`src/rtl/des_pkg.sv`:
```
// Shared DES key-schedule constants and types: PC-1/PC-2 selection tables
// (DES bit numbering, 1 = MSB) and the per-round left-shift amounts.
package des_pkg;

  typedef logic [64:1] des_key_t;
  typedef logic [28:1] des_half_t;
  typedef logic [48:1] des_subkey_t;

  typedef enum logic {
    ST_IDLE = 1'b0,
    ST_RUN  = 1'b1
  } sched_state_e;

  localparam int unsigned PC1_TABLE [56] = '{
    57, 49, 41, 33, 25, 17,  9,
     1, 58, 50, 42, 34, 26, 18,
    10,  2, 59, 51, 43, 35, 27,
    19, 11,  3, 60, 52, 44, 36,
    63, 55, 47, 39, 31, 23, 15,
     7, 62, 54, 46, 38, 30, 22,
    14,  6, 61, 53, 45, 37, 29,
    21, 13,  5, 28, 20, 12,  4
  };

  localparam int unsigned PC2_TABLE [48] = '{
    14, 17, 11, 24,  1,  5,
     3, 28, 15,  6, 21, 10,
    23, 19, 12,  4, 26,  8,
    16,  7, 27, 20, 13,  2,
    41, 52, 31, 37, 47, 55,
    30, 40, 51, 45, 33, 48,
    44, 49, 39, 56, 34, 53,
    46, 42, 50, 36, 29, 32
  };

  // Entry i is the left-rotate amount that produces round i+1's C/D.
  localparam logic [1:0] SHIFT_SCHED [16] = '{
    2'd1, 2'd1, 2'd2, 2'd2, 2'd2, 2'd2, 2'd2, 2'd2,
    2'd1, 2'd2, 2'd2, 2'd2, 2'd2, 2'd2, 2'd2, 2'd1
  };

endpackage

```
`src/rtl/des_pc2.sv`:
```
// PC-2 permutation: selects 48 of the 56 C||D bits to form a round subkey.
// Pure wiring, shared with any future pipelined round engine.
module des_pc2
  import des_pkg::*;
(
  input  logic [56:1] cd_in,
  output logic [48:1] subkey_out
);

  always_comb begin
    // NOTE: give every combinational output a default before conditional/loop
    // assignment so no path leaves it unassigned and a latch gets inferred.
    subkey_out = '0;
    for (int j = 1; j <= 48; j++) begin
      subkey_out[49 - j] = cd_in[57 - PC2_TABLE[j - 1]];
    end
  end

endmodule

```
`src/rtl/des_subkey_gen.sv`:
```
// Sequential DES key schedule: loads a key, then presents K1..K16 (encrypt)
// or K16..K1 (decrypt) one subkey per SUBKEY_ACK handshake.
module des_subkey_gen
  import des_pkg::*;
(
  input  logic        CLK,
  input  logic        RESET,
  input  logic [64:1] KEY_IN,
  input  logic        DECRYPT,
  input  logic        KEY_LOAD,
  input  logic        SUBKEY_ACK,
  output logic [48:1] SUBKEY_OUT,
  output logic        SUBKEY_VALID,
  output logic [4:1]  ROUND_NUM,
  output logic        SCHED_DONE
);

  sched_state_e state_q, state_d;
  des_half_t    c_q, c_d, d_q, d_d;
  logic [3:0]   step_q, step_d;
  logic [3:0]   round_q, round_d;
  logic         decrypt_q, decrypt_d;
  logic         done_q, done_d;

  logic [56:1]  cd0;
  des_half_t    c0, d0;
  logic [3:0]   next_round;
  logic         parity_unused;

  function automatic des_half_t rotl(input des_half_t h, input logic [1:0] amt);
    return (amt == 2'd2) ? {h[26:1], h[28:27]} : {h[27:1], h[28]};
  endfunction

  function automatic des_half_t rotr(input des_half_t h, input logic [1:0] amt);
    return (amt == 2'd2) ? {h[2:1], h[28:3]} : {h[1], h[28:2]};
  endfunction

  // PC-1 never selects the eight parity bits.
  assign parity_unused = ^{KEY_IN[57], KEY_IN[49], KEY_IN[41], KEY_IN[33],
                           KEY_IN[25], KEY_IN[17], KEY_IN[9],  KEY_IN[1]};

  always_comb begin
    cd0 = '0;
    for (int j = 1; j <= 56; j++) begin
      cd0[57 - j] = KEY_IN[65 - PC1_TABLE[j - 1]];
    end
  end

  assign c0         = cd0[56:29];
  assign d0         = cd0[28:1];
  assign next_round = round_q + 4'd1;

  always_comb begin
    state_d   = state_q;
    c_d       = c_q;
    d_d       = d_q;
    step_d    = step_q;
    round_d   = round_q;
    decrypt_d = decrypt_q;
    done_d    = 1'b0;

    if (KEY_LOAD) begin
      // A load overrides any ACK in the same cycle, including the final one.
      state_d   = ST_RUN;
      decrypt_d = DECRYPT;
      step_d    = 4'd0;
      if (DECRYPT) begin
        c_d     = c0;
        d_d     = d0;
        round_d = 4'd15;
      end else begin
        c_d     = rotl(c0, SHIFT_SCHED[0]);
        d_d     = rotl(d0, SHIFT_SCHED[0]);
        round_d = 4'd0;
      end
    end else if (state_q == ST_RUN && SUBKEY_ACK) begin
      if (step_q == 4'd15) begin
        state_d = ST_IDLE;
        done_d  = 1'b1;
      end else begin
        step_d = step_q + 4'd1;
        if (decrypt_q) begin
          // Undo the shift that produced the current round's C/D.
          c_d     = rotr(c_q, SHIFT_SCHED[round_q]);
          d_d     = rotr(d_q, SHIFT_SCHED[round_q]);
          round_d = round_q - 4'd1;
        end else begin
          c_d     = rotl(c_q, SHIFT_SCHED[next_round]);
          d_d     = rotl(d_q, SHIFT_SCHED[next_round]);
          round_d = next_round;
        end
      end
    end
  end

  always_ff @(posedge CLK or posedge RESET) begin
    if (RESET) begin
      state_q   <= ST_IDLE;
      c_q       <= '0;
      d_q       <= '0;
      step_q    <= '0;
      round_q   <= '0;
      decrypt_q <= 1'b0;
      done_q    <= 1'b0;
    end else begin
      // NOTE: registers use non-blocking assignments so every flop samples
      // the pre-edge values, independent of statement order.
      state_q   <= state_d;
      c_q       <= c_d;
      d_q       <= d_d;
      step_q    <= step_d;
      round_q   <= round_d;
      decrypt_q <= decrypt_d;
      done_q    <= done_d;
    end
  end

  des_pc2 u_pc2 (
    .cd_in      ({c_q, d_q}),
    .subkey_out (SUBKEY_OUT)
  );

  assign SUBKEY_VALID = (state_q == ST_RUN);
  assign ROUND_NUM    = round_q;
  assign SCHED_DONE   = done_q;

endmodule

```
`config.mk`:
```
export PLATFORM = sky130hd
export DESIGN_NAME = des_subkey_gen
export DESIGN_NICKNAME = d
export VERILOG_FILES = /design/src/rtl/des_pkg.sv /design/src/rtl/des_pc2.sv /design/src/rtl/des_subkey_gen.sv
export SDC_FILE = /design/constraint.sdc
export NUM_CORES = 1
export LEC_CHECK = 0
export CAP_MARGIN = 25
export CORE_ASPECT_RATIO = 0.75
export CORE_MARGIN = 2
export CORE_UTILIZATION = 55
export DETAILED_ROUTE_END_ITERATION = 6
export GPL_TIMING_DRIVEN = 0
export PLACE_DENSITY_LB_ADDON = 0.1
export SLEW_MARGIN = 20
export SYNTH_ARGS = -nofsm -noshare
export SYNTH_HDL_FRONTEND = slang
export SYNTH_HIERARCHICAL = 1
export SYNTH_SLANG_ARGS = --single-unit
```
`constraint.sdc`:
```
create_clock -name CLK -period 7.65 [get_ports CLK]
set_input_delay 0.765 -clock CLK [delete_from_list [all_inputs] [get_ports CLK]]
set_output_delay 0.765 -clock CLK [all_outputs]
set_load 0.02 [all_outputs]
```
# Yosys cells after proc, flatten, opt, wreduce, memory -nomap -nowiden
# Memory sizes are Yosys's and may differ from the RTL's.
# Cells that the tools add are included.
# totals
reg_bits	67
inputBits	69
word_cells	57
out_inout_bits	54
romBits	64
n_memories	2
# mem_list
name	depth	width	rd	rd_clocked_by_memory_dff	write_ports	line_no	text
(name not given)	16	2	1	0	0	des_subkey_gen.sv:89	d_d = rotl(d_q, SHIFT_SCHED[next_round]);
(name not given)	16	2	1	0	0	des_subkey_gen.sv:85	d_d = rotr(d_q, SHIFT_SCHED[round_q]);
# op_classes
n_addsub	3
eq_ne	4
bitwise_logic	2
reduce_logical	5
mux	32
order_cmp	2
# ops
operator	n
two-way mux 28 bit	14
two-way mux 4 bit	8
>= comparator 5 bit, second input constant	2
inverter 4 -> 5 bit	2
adder 4 x 1 -> 4 bit, second input constant	2
two-way mux 2 bit	4
two-way mux 1 bit	6
equality test 2 bit, second input constant	2
equality test 4 bit, second input constant	1
AND reduction 2 bit	2
nonzero test 2 bit	2
subtractor 4 x 1 -> 4 bit, second input constant	1
inequality test 2 bit, second input constant	1
logical AND 1 bit	1

# Logic depth before layout (Yosys ltp)
# Gate-level depths: netlist of run 1.
# depth
word_depth	11
ltp_mapped	10

# Modules after synthesis
# The synthesis of run 1 kept the hierarchy.
# by_module_without_submodules
module	cells_per_inst	area_each_um2	n_inst
des_subkey_gen	654	5517.8	1
des_pc2	48	360.3	1

# Least setup slack after synthesis of run 1
# Ideal clock, no wire load.
# synth_path
path_type	register to register
startpoint	reg round_q[1] (netlist: ROUND_NUM[2])
endpoint	reg d_q[0]
setup_time_ns	0.076
path_slack_ns	4.933
stages_incl_launch_ff	11
t_arrival_ns	2.641
synth_period_minus_slack_ns	2.717
path_cell_list	dfrtp_1 -> clkbuf_1 -> inv_1 -> ha_1 -> or4b_4 -> and3_1 -> buf_4 -> buf_6 -> mux2i_1 -> a221o_1 -> o21ai_1
# synth_via
elab_chain_cells	11
elab_cells_between_ends	17
cone_classes	add/sub (1); eq/ne (2); mux (10); bitwise (2); memory (2)
# synth_rtl
element	line_no	text
from (decl)	des_subkey_gen.sv:21	logic [3:0] round_q, round_d;
from (signal assigned)	des_subkey_gen.sv:112	round_q <= round_d;
adder 4 x 1 -> 4 bit	des_subkey_gen.sv:51	assign next_round = round_q + 4'd1;
inverter 4 -> 5 bit (not written as such)	des_subkey_gen.sv:89	
memory read (16 x 2 bit)	n/a	
two-way mux 2 bit (not written as such) (2 in series)	des_subkey_gen.sv:89	
equality test 2 bit	des_subkey_gen.sv:31	return (amt == 2'd2) ? {h[26:1], h[28:27]} : {h[27:1], h[28]};
two-way mux 28 bit	des_subkey_gen.sv:31	
two-way mux 28 bit *	des_subkey_gen.sv:82	if (decrypt_q) begin
two-way mux 28 bit *	des_subkey_gen.sv:77	if (step_q == 4'd15) begin
two-way mux 28 bit *	des_subkey_gen.sv:76	end else if (state_q == ST_RUN && SUBKEY_ACK) begin
two-way mux 28 bit *	des_subkey_gen.sv:62	if (KEY_LOAD) begin
to (signal assigned)	des_subkey_gen.sv:100	d_q <= '0;
to (signal assigned)	des_subkey_gen.sv:110	d_q <= d_d;
to (decl)	des_subkey_gen.sv:19	des_half_t c_q, c_d, d_q, d_d;
# Every way passes the cells marked *; elsewhere a longest branch is shown, timed or not. The select of a mux whose other input is x is not followed.
# A chain may end at the register's enable or synchronous reset.

# Worst setup path in the final report of run 1
# layout_path
startpoint	reg round_q[1] (netlist: ROUND_NUM[2])
endpoint	reg c_q[22]
# layout_via
elab_chain_cells	11
elab_cells_between_ends	17
cone_classes	add/sub (1); eq/ne (2); mux (10); bitwise (2); memory (2)
# layout_rtl
element	line_no	text
adder 4 x 1 -> 4 bit	des_subkey_gen.sv:51	
inverter 4 -> 5 bit (not written as such)	des_subkey_gen.sv:88	c_d = rotl(c_q, SHIFT_SCHED[next_round]);
memory read (16 x 2 bit)	n/a	
two-way mux 2 bit (2 in series)	n/a	
equality test 2 bit	n/a	
two-way mux 28 bit	des_subkey_gen.sv:31	
two-way mux 28 bit *	des_subkey_gen.sv:82	
two-way mux 28 bit *	des_subkey_gen.sv:77	
two-way mux 28 bit *	des_subkey_gen.sv:76	
two-way mux 28 bit *	des_subkey_gen.sv:62	
to (signal assigned)	des_subkey_gen.sv:99	c_q <= '0;
to (signal assigned)	des_subkey_gen.sv:109	c_q <= c_d;
to (decl)	des_subkey_gen.sv:19	
# Marks and branches as above.

==> impl_metrics.json, run 1 <==
{
  "utilization_pct": 72.3,
  "yosysTopAreaCell": "dfrtp_1",
  "tightest_slew_ns": 0.764,
  "fin_crit_sh_pct": 38.6,
  "finalHoldViolations": 0,
  "slew_violations": 0,
  "relSlewSlack_pct": 49.1,
  "async_flop_share_pct": 100,
  "end_kind": "flop",
  "crit_start": "ROUND_NUM[2]",
  "outcome": "finished, final reports clean",
  "crit_required_ns": 7.89,
  "core_um2": 10300,
  "ys_seq_area_share_pct": 28.5,
  "min_period_ns": 2.95,
  "leakage_nw": 3.22,
  "dp_hpwl_mm": 12.8,
  "cts_root_buf": "clkbuf_16",
  "crit_fanout": 10,
  "drt-total-wl_mm": 18.0,
  "rsz0062_at_grt": "false",
  "max_freq_ghz": 0.339,
  "first_pass_iters": 5,
  "synth_top_area_share_pct": 28.5,
  "drtIter0Drc": 749,
  "r2r_start": "ROUND_NUM[2]",
  "synth_most_common_cell": "nor2_1",
  "grt_max_degree": 43,
  "fin_setup_tns_ns": 0,
  "drv_cap": 0,
  "drc": 0,
  "htree_levels": 3,
  "fin_ws_ns": 4.70,
  "numCtsBuffers": 9,
  "cts.sinks": 67,
  "start_kind": "flop",
  "postSynthAreaPerCell_um2": 8.37,
  "n_fill_cell": 838,
  "post-place-ws_ns": 4.69,
  "syn_nets": 778,
  "cp.arrival_ns": 3.20,
  "die_area_um2": 11500,
  "antenna_found_initial": 0,
  "synth_enable_flop_cells": 0,
  "dieWidth_um": 123,
  "dp_cells": 952,
  "worstSkewPairLatency_ns": 0.34,
  "fin_nets": 903,
  "antenna_left": 0,
  "ir_drop_uv": 208,
  "synth.area.top_cells": "dfrtp_1 29%, mux2i_1 19%, a221o_1 9.4%, nor2_1 7.7%, buf_4 6.4%",
  "worstSetupPathType": "flop to flop",
  "die_y_um": 93.5,
  "grt_use_total_pct": 31.4,
  "clock_path_buffers": 2,
  "grt_pass1_vias": 5566,
  "path_clk_slew_ns": 0.06,
  "finalSetupViolations": 0,
  "hold_start": "SUBKEY_VALID",
  "grt_pass1_wl_mm": 28.6,
  "via_per_inst": 6.29,
  "antenna_cells": 0,
  "num_vias": 6090,
  "final_layout_size_suffix_gt1_share_pct": 11.1,
  "syn_area_um2": 5880,
  "grt_overflow_total": 0,
  "hold_class": "flop to flop",
  "synth-seq-cells": 67,
  "synth_ff_type": "dfrtp_1",
  "ys_warn_count": 6,
  "boundaryPins": 123,
  "gp_congestion": 0.927,
  "fin_cells": 968,
  "areaGrowthSynthToFinish_pct": 27.1,
  "hold_buffers": 0,
  "num_rows": 32,
  "synthCells": 702,
  "post-cts-setup-buffers": 0,
  "cts_resized": 0,
  "initial_core_util_pct": 56.9,
  "port_buffers": 113,
  "wire_per_inst_um": 18.6,
  "synth_commonest_cells": "120 x nor2_1, 112 x mux2i_1, 67 x dfrtp_1",
  "cts_tree": "done",
  "p_per_area_nw_per_um2": 231,
  "skew_ns": 0.00820,
  "ys_types": 39
}
through the flow:
step / hold WS [ns] / power [mW] / instance area [µm²]
after floorplan: 0.497 / 1.07 / 5880
after global placement: 0.504 / 1.32 / 7180
after detailed placement: 0.521 / 1.34 / 7210
after CTS: 0.538 / 1.72 / 7470
after global routing: 0.552 / 1.82 / 7470
final: 0.536 / 1.73 / 7470
final cells by class:
class	count	area [µm²]	area share [%]
Tap cell	136	170	2.28
Sequential cell	67	1680	22.4
Timing Repair Buffer	114	1160	15.5
Inverter	5	21.3	0.285
Clock inverter	5	30.0	0.402
Clock buffer	11	233	3.11
Multi-Input combinational cell	510	3470	46.4
Buffer	120	713	9.54
per-layer routing:
metal	global-route usage [%]	wire length, µm
met1	47.6	8150
met2	46.1	7770
met3	5.37	1750
met4	7.77	299
met5	0	0
flip-flops by register name, summed over array words and instances (netlist names):
register,cells
decrypt_q,1
SUBKEY_VALID,1
SCHED_DONE,1
c_q,28
d_q,28
ROUND_NUM,4
step_q,4
placed cells by master, fill, tap and decap left out, drive strengths merged, types with 4 or more instances in the layout:
master and n:
a221o 55, clkdlybuf4s50 113, inv 5, buf 75
clkbuf 57, nor3 55, xor2 4, a21oi 4
nand2 8, a31oi 57, o21ai 60, dfrtp 67
nor2 120, ha 7, mux2i 112
where the power goes:
part / internal, mW / switching, mW
sequential: 0.411 / 0.105
clock: 0.218 / 0.156
combinational: 0.399 / 0.441
critical path, cell delays in order, from the launching register on:
cell	delay [ns]
dfrtp_1	0.45
clkbuf_1	0.35
inv_1	0.12
ha_1	0.20
or4b_4	0.53
and3_1	0.20
buf_4	0.17
buf_6	0.17
mux2i_1	0.13
a221o_1	0.36
o21ai_1	0.17
cells by family after synthesis:
group                      synth area share (%)
buffers and inverters                      12.5
and+or+nand+nor                            15.0
muxes                                      19.6
DFF                                        28.5
xor gates and xnor gates                   1.04
adders and majority gates                  1.49
AOI/OAI and AO/OA                          21.8
path summary, 6_finish.rpt:
path                                end  slack, ns  depth (start not counted)
max                             c_q[22]       4.70                         10
min                        SUBKEY_VALID       0.54                          2
max reg2reg                     c_q[22]       4.70                         10
min reg2reg                SUBKEY_VALID       0.54                          2
max in group asynchronous       c_q[18]       6.34                          3
min in group asynchronous       d_q[18]       0.76                          2
Power figures use the tool's default switching activity.
==> inputs of run 2 (changes only) <==
--- a/config.mk
+++ b/config.mk
@@ -8,7 +8,7 @@
 export CAP_MARGIN = 25
 export CORE_ASPECT_RATIO = 0.75
 export CORE_MARGIN = 2
-export CORE_UTILIZATION = 55
+export CORE_UTILIZATION = 53
 export DETAILED_ROUTE_END_ITERATION = 6
 export GPL_TIMING_DRIVEN = 0
 export PLACE_DENSITY_LB_ADDON = 0.1
==> constraint.sdc (replaced) <==
create_clock -name CLK -period 2.75 [get_ports CLK]
set_input_delay 0.275 -clock CLK [delete_from_list [all_inputs] [get_ports CLK]]
set_output_delay 0.275 -clock CLK [all_outputs]
set_load 0.02 [all_outputs]
==> run 2 against run 1 <==
Against the previous run: sequential cell count stayed put; final area grew 1.2%; clock-buffer cell count decreased by 1; sequential share of layout area decreased by 0.24 points; clock power increased to 3.4 times the previous value; via count rose by 0.82%; worst setup slack got worse by 4.6 ns; routed wire length rose by 2.1%; critical path type unchanged; largest cell class unchanged.
==> impl_metrics.json, run 2 (synthesized netlist as in run 1, its figures left out) <==
{
  "crit_required_ns": 3.01,
  "n_fill_cell": 877,
  "num_rows": 33,
  "core_um2": 10900,
  "wire_per_inst_um": 18.8,
  "die_y_um": 95.2,
  "grt_pass1_wl_mm": 29.4,
  "cp_num_cells": 9,
  "cp.arrival_ns": 2.88,
  "crit_buf_inv": 3,
  "antenna_cells": 0,
  "clock_path_buffers": 2,
  "boundaryPins": 123,
  "grt_pass1_vias": 5567,
  "fin_crit_sh_pct": 95.4,
  "tightest_slew_ns": 0.777,
  "leakage_nw": 3.27,
  "regArea_um2": 1680,
  "rr_worst_depth": 9,
  "cts_root_buf": "clkbuf_16",
  "multi_input_area_um2": 3470,
  "grt_max_degree": 46,
  "first_pass_iters": 7,
  "worstSkewPairLatency_ns": 0.35,
  "relSlewSlack_pct": 48.2,
  "rsz0062_at_grt": "false",
  "port_buffers": 113,
  "antenna_found_initial": 0,
  "outcome": "finished, final reports clean",
  "p_total_mw": 5.05,
  "cp_top_family": "simple AND/OR/NAND/NOR gates",
  "finalSetupViolations": 0,
  "fin_setup_tns_ns": 0,
  "via_per_inst": 6.30,
  "worstSetupPathType": "flop to flop",
  "antenna_left": 0,
  "fin_nets": 906,
  "numCtsBuffers": 9,
  "skew_ns": 0.00741,
  "drt-total-wl_mm": 18.4,
  "end_kind": "flop",
  "finalHoldViolations": 0,
  "areaGrowthSynthToFinish_pct": 28.7,
  "max_freq_ghz": 0.381,
  "gp_congestion": 0.945,
  "top_layer": "met4",
  "initial_core_util_pct": 54.1,
  "p_per_area_nw_per_um2": 668,
  "crit_end": "c_q[22]",
  "hold_slack_ns": 0.253,
  "wl_met3_mm": 1.60,
  "cpMaxStageDelayCell": "or3b_2",
  "ir_drop_uv": 365,
  "die_area_um2": 12000,
  "htree_levels": 3,
  "grt_use_total_pct": 30.6,
  "dieWidth_um": 126,
  "cts_tree": "done",
  "crit_chain": "buf_4, ha_1, or3b_2, and3_1, buf_4, buf_6, mux2i_1, a221o_1, o21ai_1",
  "crit_fanout": 10,
  "start_kind": "flop",
  "hold_class": "primary input to asynchronous set/reset pin",
  "r2r_start": "ROUND_NUM[1]",
  "drv_cap": 0,
  "min_period_ns": 2.62,
  "met2WireLength_mm": 8.10,
  "crit_start": "ROUND_NUM[1]",
  "layout_commonest_cell": "nor2_1",
  "final_layout_size_suffix_gt1_share_pct": 12.0,
  "r2r-end": "c_q[22]",
  "dp_hpwl_mm": 13.1,
  "reg_top3": "c_q x28, d_q x28",
  "grt_overflow_total": 0,
  "drtIter0Drc": 632,
  "path_clk_slew_ns": 0.06,
  "crit_top_cell": "buf_4",
  "utilization_pct": 69.7,
  "drc": 0,
  "num_vias": 6140,
  "slew_violations": 0,
  "cpPeakStageDelay_ns": 0.53,
  "cts.sinks": 67,
  "reg2reg_slack_ns": 0.13,
  "final_cell_mix": "120 x nor2_1, 113 x clkdlybuf4s50_1, 112 x mux2i_1",
  "wl_met1_mm": 8.39
}
## run 2: final cells by class
type	count	share of cell area, %
Multi-Input combinational cell	510	45.9
Clock inverter	6	1.19
Buffer	120	9.50
Inverter	5	0.281
Tap cell	140	2.32
Timing Repair Buffer	117	15.6
Sequential cell	67	22.2
Clock buffer	10	3.03
## run 2: metal layers
| layer | global-route usage (%) | vias up |
|---|---|---|
| met2 | 46.1 | 329 |
| met4 | 8.43 | 0 |
| met5 | 0 | - |
| met1 | 44.6 | 2968 |
| li1 | - | 2815 |
| met3 | 6.68 | 28 |
## run 2: through the flow
| step | setup slack, ns | instances | cell area, µm² |
|---|---|---|---|
| final | 0.127 | 975 | 7560 |
| after global placement | -0.568 | 955 | 7180 |
| after global routing | 0.0202 | 975 | 7560 |
| after CTS | 0.0344 | 972 | 7540 |
| after detailed placement | -0.162 | 956 | 7210 |
| after floorplan | 0.0327 | 702 | 5880 |
## run 2: power breakdown
group	internal, mW	switching, mW
clock network	0.795	0.466
logic	1.12	1.23
registers	1.14	0.291
## run 2: worst min path at each step
stage               slack, ns      endpoint    startpoint  cells after the start
CTS                      0.26       d_q[18]         RESET                      2
floorplan                0.47    SCHED_DONE    SUBKEY_ACK                      2
finish                   0.25       d_q[18]         RESET                      2
detailed placement       0.54     step_q[3]     step_q[3]                      2
global placement         0.51  SUBKEY_VALID  SUBKEY_VALID                      2
global route             0.30       d_q[18]         RESET                      2
## run 2: what timing repair did
action | in CTS | in global routing
hold buffers | 0 | 0
pin swaps | 0 | 1
hold endpoints to repair | 0 | 0
setup endpoints to repair | 21 | 48
resized for setup | 4 | 2
setup buffers | 0 | 3
==> inputs of run 3 (changes only) <==
--- a/config.mk
+++ b/config.mk
@@ -6,7 +6,6 @@
 export NUM_CORES = 1
 export LEC_CHECK = 0
 export CAP_MARGIN = 25
-export CORE_ASPECT_RATIO = 0.75
 export CORE_MARGIN = 2
 export CORE_UTILIZATION = 53
 export DETAILED_ROUTE_END_ITERATION = 6
==> run 3 against run 2 <==
Against the previous run: maximum frequency fell by 1.3%; critical path depth rose by 1; worst setup slack worse by 0.034 ns; the flow now finishes with violations (design-rule violations); sequential cell count stayed put; sequential share of layout area up 0.43 points; final area decreased by 1.9%; clock power is 42% lower; non-clock buffer count grew 3; first-iteration DRC count grew 3.6%.
==> impl_metrics.json, run 3 (synthesized netlist as in run 1, its figures left out) <==
{
  "outcome": "finished, violations left",
  "violations": "design-rule violations",
  "slew_violations": 0,
  "final_layout_size_suffix_gt1_share_pct": 12.1,
  "cts.sinks": 67,
  "fin_area_um2": 7420,
  "cts_root_buf": "clkbuf_8",
  "numCtsBuffers": 9,
  "n_fill_cell": 928,
  "antenna_found_initial": 0,
  "grt_max_degree": 38,
  "areaGrowthSynthToFinish_pct": 26.2,
  "worstSkewPairLatency_ns": 0.35,
  "cp.arrival_ns": 2.92,
  "clock_path_buffers": 2,
  "post-place-ws_ns": -0.109,
  "grt_pass1_wl_mm": 29.1,
  "drt-total-wl_mm": 17.9,
  "reg2reg_slack_ns": 0.09,
  "layout_commonest_cell": "nor2_1",
  "rsz0062_at_grt": "false",
  "crit_fanout": 10,
  "grt_overflow_total": 0,
  "tightest_slew_ns": 0.746,
  "grt_use_total_pct": 30.5,
  "min_period_ns": 2.66,
  "fin_setup_tns_ns": 0,
  "cp_top_family": "simple AND/OR/NAND/NOR gates",
  "boundaryPins": 123,
  "r2r-end": "c_q[23]",
  "die_y_um": 109,
  "hold_class": "primary input to asynchronous set/reset pin",
  "antenna_cells": 0,
  "core_um2": 10800,
  "fin_crit_sh_pct": 96.6,
  "die_area_um2": 11900,
  "finalHoldViolations": 0,
  "fin_nets": 909,
  "placed_cell_area_um2": 7210,
  "drv_cap": 0,
  "crit_chain": "clkbuf_4, inv_1, ha_1, or4b_4, and3_1, buf_4, buf_6, mux2i_1, a221o_1, o21ai_1",
  "regArea_um2": 1680,
  "port_buffers": 113,
  "cp_num_cells": 10,
  "fin_cells": 977,
  "num_vias": 6106,
  "rr_worst_depth": 10,
  "path_clk_slew_ns": 0.08,
  "crit_buf_inv": 4,
  "finalSetupViolations": 0,
  "crit_required_ns": 3.02,
  "start_kind": "flop",
  "leakage_nw": 3.21,
  "multi_input_area_um2": 3470,
  "worstSetupPathType": "flop to flop",
  "wire_per_inst_um": 18.3,
  "cpMaxStageDelayCell": "or4b_4",
  "final_cell_mix": "120 x nor2_1, 113 x clkdlybuf4s50_1, 112 x mux2i_1",
  "relSlewSlack_pct": 50.3,
  "skew_ns": 0.00871,
  "antenna_left": 0,
  "ir_drop_uv": 293,
  "grt_pass1_vias": 5871,
  "cts_tree": "done",
  "dp_cells": 956,
  "first_pass_iters": 7,
  "end_kind": "flop",
  "dieWidth_um": 109,
  "drtIter0Drc": 655,
  "initial_core_util_pct": 54.2,
  "max_freq_ghz": 0.376,
  "reg_top3": "c_q x28, d_q x28",
  "fin_ws_ns": 0.0928,
  "htree_levels": 3,
  "p_per_area_nw_per_um2": 608,
  "dp_hpwl_mm": 12.7,
  "via_per_inst": 6.25,
  "hold_slack_ns": 0.282,
  "gp_congestion": 0.930,
  "r2r_start": "ROUND_NUM[2]",
  "drc": 3,
  "num_rows": 38,
  "cpPeakStageDelay_ns": 0.53
}
## run 3: cell count changes in the layout (fill, tap and decap cells not counted), moves of 2 or more
cell	previous run	this run
clkinv_2	1	3
clkbuf_16	9	0
clkinv_4	2	0
buf_4	54	56
clkbuf_8	0	10
bufinv_16	2	0
## run 3: power by group
| group | switching [mW] | leakage [nW] | total, mW | internal (mW) |
|---|---|---|---|---|
| combinational | 1.21 | 2.31 | 2.34 | 1.13 |
| sequential | 0.292 | 0.811 | 1.43 | 1.14 |
| clock | 0.389 | 0.0860 | 0.733 | 0.344 |
| total | 1.89 | 3.21 | 4.51 | 2.62 |
## run 3: how the worst max path moves through the flow
stage,from,end,slack [ns]
after CTS,ROUND_NUM[2],c_q[23],0.02
after detailed placement,ROUND_NUM[2],c_q[23],-0.11
after floorplan,ROUND_NUM[2],d_q[0],0.03
after global routing,ROUND_NUM[2],c_q[18],0.01
after global placement,RESET,d_q[4],-0.51
final,ROUND_NUM[2],c_q[23],0.09
## run 3: metrics by stage
step | utilization (%) | power [mW]
2_1_floorplan | - | 2.97
3_3_place_gp | 66.3 | 3.67
3_5_place_dp | 66.5 | 3.72
4_1_cts | 68.1 | 4.46
5_1_grt | 68.4 | 4.75
6_report | 68.4 | 4.51
## run 3: layer usage
| metal | up-vias | global-route usage [%] | wire (µm) |
|---|---|---|---|
| li1 | 2827 | - | - |
| met1 | 2901 | 42.4 | 7710 |
| met2 | 329 | 48.7 | 8130 |
| met3 | 49 | 4.92 | 1500 |
| met4 | 0 | 10.2 | 509 |
| met5 | - | 0 | 0 |
## run 3: layout make-up
class,count,area share [%]
buffer,120,9.68
clock buffer,12,1.96
clock inverter,3,0.202
inverter,5,0.287
multi-input combinational,510,46.8
sequential,67,22.6
tap,140,2.36
timing repair buffer,120,16.1
## run 3: repair_timing
item,4_1_cts,5_1_grt
setup buffers,1,5
hold buffers,0,0
pin swaps,1,0
setup endpoints to repair,32,23
resized for setup,2,4
